<file path="config.mk">
export PLATFORM = sky130hd
export DESIGN_NAME = fifo_push_arbiter
export DESIGN_NICKNAME = d
export VERILOG_FILES = /design/src/rtl/fifo_push_arbiter.sv
export SDC_FILE = /design/constraint.sdc
export NUM_CORES = 1
export LEC_CHECK = 0
export CAP_MARGIN = 20
export CORE_MARGIN = 2
export CORE_UTILIZATION = 35
export DETAILED_ROUTE_END_ITERATION = 10
export GPL_TIMING_DRIVEN = 0
export PLACE_DENSITY = 0.9
export RECOVER_POWER = 25
export REMOVE_ABC_BUFFERS = 1
export SYNTH_ARGS = -nofsm -noshare
export SYNTH_HDL_FRONTEND = slang
export SYNTH_SLANG_ARGS = --single-unit
</file>
<file path="constraint.sdc">
create_clock -name clk -period 2.83 [get_ports clk]
set_clock_uncertainty 0.15 [all_clocks]
set_input_delay 0.566 -clock clk [delete_from_list [all_inputs] [get_ports clk]]
set_output_delay 0.566 -clock clk [all_outputs]
set_load 0.005 [all_outputs]
</file>
<file path="src/rtl/fifo_push_arbiter.sv">
// Round-robin arbiter sharing one FIFO push port among NREQ writers.
// Grants bursts of up to MAXBURST beats and stalls while the FIFO is full.
module fifo_push_arbiter #(
  parameter int unsigned NREQ     = 4,
  parameter int unsigned WIDTH    = 8,
  parameter int unsigned MAXBURST = 4,
  parameter int unsigned IDW      = (NREQ > 1) ? $clog2(NREQ) : 1,
  parameter int unsigned CNTW     = $clog2(MAXBURST + 1)
) (
  input  logic                  clk,
  input  logic                  rst,
  input  logic [NREQ-1:0]       req,
  input  logic [NREQ*WIDTH-1:0] req_data,
  output logic [NREQ-1:0]       ack,
  input  logic                  fifo_full,
  output logic                  fifo_push,
  output logic [WIDTH-1:0]      fifo_data,
  output logic [IDW-1:0]        grant_id,
  output logic                  busy
);

  typedef enum logic {IDLE, BURST} state_t;

  state_t          state_q, state_d;
  logic [IDW-1:0]  owner_q, owner_d;
  logic [IDW-1:0]  rr_ptr_q, rr_ptr_d;
  logic [IDW-1:0]  grant_id_d;
  logic [CNTW-1:0] cnt_q, cnt_d;
  logic            busy_d;
  logic [IDW-1:0]  pick;
  logic [IDW-1:0]  idx;
  logic            found;
  logic            owner_req;
  logic            beat;
  logic [WIDTH-1:0] words [NREQ];

  for (genvar g = 0; g < NREQ; g++) begin : g_words
    assign words[g] = req_data[g*WIDTH +: WIDTH];
  end

  assign owner_req = req[owner_q];
  assign beat      = (state_q == BURST) && owner_req && !fifo_full;
  assign busy_d    = (state_d == BURST);

  // First requester at or after rr_ptr, wrapping modulo NREQ
  always_comb begin
    found = 1'b0;
    pick  = '0;
    idx   = '0;
    for (int unsigned k = 0; k < NREQ; k++) begin
      idx = IDW'((32'(rr_ptr_q) + k) % NREQ);
      if (!found && req[idx]) begin
        found = 1'b1;
        pick  = idx;
      end
    end
  end

  // Next-state and push-port outputs
  always_comb begin
    state_d    = state_q;
    owner_d    = owner_q;
    rr_ptr_d   = rr_ptr_q;
    cnt_d      = cnt_q;
    grant_id_d = grant_id;
    ack        = '0;
    fifo_push  = 1'b0;
    fifo_data  = '0;
    case (state_q)
      IDLE: begin
        if (found && !fifo_full) begin
          state_d    = BURST;
          owner_d    = pick;
          grant_id_d = pick;
          cnt_d      = '0;
        end
      end
      BURST: begin
        if (beat) begin
          ack[owner_q] = 1'b1;
          fifo_push    = 1'b1;
          fifo_data    = words[owner_q];
          cnt_d        = cnt_q + CNTW'(1);
        end
        // Counter is cleared on exit so it never reaches MAXBURST
        if (!owner_req || (beat && cnt_q == CNTW'(MAXBURST - 1))) begin
          state_d  = IDLE;
          cnt_d    = '0;
          rr_ptr_d = IDW'((32'(owner_q) + 32'd1) % NREQ);
        end
      end
      default: state_d = IDLE;
    endcase
  end

  always_ff @(posedge clk or negedge rst) begin
    if (!rst) begin
      state_q  <= IDLE;
      owner_q  <= '0;
      rr_ptr_q <= '0;
      cnt_q    <= '0;
      grant_id <= '0;
      busy     <= 1'b0;
    end else begin
      state_q  <= state_d;
      owner_q  <= owner_d;
      rr_ptr_q <= rr_ptr_d;
      cnt_q    <= cnt_d;
      grant_id <= grant_id_d;
      busy     <= busy_d;
    end
  end

endmodule

</file>
==> impl_metrics.py <==
metrics = {
    "final_layout": {
        "fillers": 193,
        "drive_above_1_share": 0.212,
        "multi_input_area_sq_um": 591,
        "final_util": 0.648,
        "area_growth_pct": 72.8,
        "regArea_sq_um": 205,
        "nets": 184,
        "final_cells": 165,
        "postLayoutCellArea_sq_mm": 0.00145,
        "antenna_cells": 0,
    },
    "floorplan": {
        "initial_core_util": 0.375,
        "dieHeight_microns": 52.9,
        "core-area_sq_mm": 0.00223,
        "io_pins": 55,
        "die-area_sq_mm": 0.00280,
        "fp.dieW_microns": 52.9,
        "num_rows": 17,
    },
    "logic_synthesis": {
        "yosys.cell_count.top_type": "and2_1",
        "synth-seq-cells": 8,
        "syn_area_per_cell_sq_um": 10.7,
        "synthTopCellsByArea": "mux4_2 (24%), dfrtp_1 (24%), and2_1 (9.0%)",
        "yosys_warnings": 0,
        "syn_area_sq_um": 837,
        "synth_top_area_cell": "mux4_2",
        "synth-edff-count": 0,
        "synthTopCellsByCount": "and2_1 (12), mux4_2 (9), dfrtp_1 (8), ha_1 (6), inv_1 (6)",
        "yosysTopAreaCellShare": 0.242,
        "async_flop_share": 1.00,
        "postSynthCellCount": 78,
        "synth_seq_area_share": 0.239,
        "synth.distinct_cells": 27,
        "yosys_most_used_dff": "dfrtp_1",
    },
    "timing": {
        "finalCritPeriodShare": 0.957,
        "rsz0062_at_grt": "false",
        "fin_hold_ws_ps": 414,
        "layout_min_cycle_time_ps": 2710,
        "worst_pin_slew_ps": 598,
        "hold_violations": 0,
        "slew_violations": 0,
        "layout_setup_ws_ps": 121,
        "max_freq_mhz": 369,
        "setup_viol": 0,
        "slew_headroom": 0.598,
    },
    "grt": {
        "antenna_found_initial": 0,
        "grt_pass1_wl_mm": 3.93,
        "grt_pass1_vias": 897,
        "grt_max_degree": 15,
        "grt_usage": 0.197,
        "grt_overflow": 0,
    },
    "cts": {
        "cts_hold_buf": 0,
        "insertion_delay_ps": 260,
        "cts_tree": "done",
        "numCtsBuffers": 3,
        "h-tree-depth": 1,
        "ctsLongestPathBuffers": 2,
        "clkSinkCount": 8,
        "cts-root-buf": "clkbuf_4",
        "clk_pin_slew_ps": 50,
    },
    "critical_path": {
        "reg2reg_from": "owner_q[0]$_DFFE_PN0P_",
        "criticalPathCategory": "primary input to output pin",
        "critPathArrivalTime_ps": 1990,
        "critical_path_required_ps": 2110,
        "rr_endpoint": "rr_ptr_q[0]$_DFFE_PN0P_",
        "start_kind": "primary input",
        "reg2reg_depth": 4,
        "critPathCaptureType": "output pin",
        "worstPathMaxFanout": 13,
        "rrSetupSlack_ps": 910,
    },
    "placement": {
        "gp_congestion": 0.744,
        "place_ws_ps": -433,
        "numPortBuffers": 54,
        "placed_area_sq_mm": 0.00139,
        "dpl.hpwl_mm": 1.93,
        "dp_cells": 157,
    },
    "detailed_routing": {
        "drtPass1Iterations": 4,
        "vias": 919,
        "routed_wl_mm": 2.59,
        "vias_per_cell": 5.57,
        "drc": 0,
        "first_iter_violations": 19,
        "drt.antenna.violating_nets": 0,
        "wire_per_inst_microns": 15.7,
    },
    "pwr": {
        "p_per_area_mw_per_mm2": 626,
        "ir_drop_mv": 0.411,
        "p_leak_nw": 0.676,
    },
    "job": {
        "drv_cap": 0,
    },
    "hold_path": {
        "holdCritStartpoint": "cnt_q[2]$_DFFE_PN0P_",
        "min_to": "cnt_q[2]$_DFFE_PN0P_",
        "min_path_type": "flop to flop",
        "whs_path_depth": 2,
    },
    "outcome": {
        "outcome": "finished, final reports clean",
    },
}
## per-layer routing
metal	share of wire	track usage	vias to the layer above
met5	0	0	-
li1	-	-	409
met1	0.33	0.180	435
met4	0.025	0.0769	0
met3	0.088	0.0565	14
met2	0.55	0.396	61
## layout make-up
class | instances | share of cell area
multi-input combinational | 60 | 0.408
timing repair buffer | 59 | 0.390
tap | 28 | 0.0242
clock buffer | 3 | 0.0156
sequential | 8 | 0.142
inverter | 7 | 0.0199
## worst max path at each step
stage | to | cells after the start | startpoint
floorplan | ack[0] | 4 | owner_q[0]$_DFFE_PN0P_
global placement | ack[3] | 6 | req[3]
detailed placement | ack[3] | 6 | req[3]
CTS | fifo_data[0] | 6 | req[1]
global route | fifo_push | 5 | req[0]
finish | fifo_push | 5 | req[0]
## sequential cells by signal, indices dropped and copies added, names as in the netlist
name	count
cnt_q	3
owner_q	2
rr_ptr_q	2
state_q	1
## power by group
part | switching, mW | total (mW) | internal (mW)
Clock | 0.0404 | 0.0891 | 0.0486
Combinational | 0.219 | 0.573 | 0.354
Sequential | 0.0788 | 0.244 | 0.165
Total | 0.338 | 0.906 | 0.568
## through the flow
step	power (mW)	TNS, ps
2_1_floorplan	0.551	0
3_3_place_gp	0.758	-4210
3_5_place_dp	0.783	-5260
4_1_cts	0.905	0
5_1_grt	0.983	0
6_report	0.906	0
## what timing repair did
item | CTS | global route
endpoints found under the hold margin | 0 | 0
buffers inserted | 4 | 1
gates resized for setup | 21 | 3
gates cloned | 0 | 0
endpoints found under the setup margin | 13 | 2
pin swaps | 1 | 0
## critical path, stage by stage
cell,delay [ps]
dlygate4sd2_1,270
mux4_2,520
nand3b_4,120
inv_4,70
clkdlybuf4s50_1,440
## cell families (layout without fill, tap and decap cells)
group,after synthesis,in the layout,share of synthesized area
muxes,11,11,0.269
and+or+nand+nor,30,30,0.233
buffers and inverters,10,69,0.0553
adders and majority gates,6,6,0.0897
AOI/OAI and AO/OA,13,13,0.114
DFF,8,8,0.239
## placed cells by master, fill, tap and decap left out, types with 3 or more instances in the layout
cell and n:
clkdlybuf4s50_1 37, clkbuf_4 3, o32ai_1 3, and2_1 12, nand2b_1 4, dlygate4sd2_1 12, inv_1 6, ha_1 6
buf_4 5, dfrtp_1 6, nor2_1 3, mux4_2 9, or2_2 3
(Power assumes the default switching activity.)
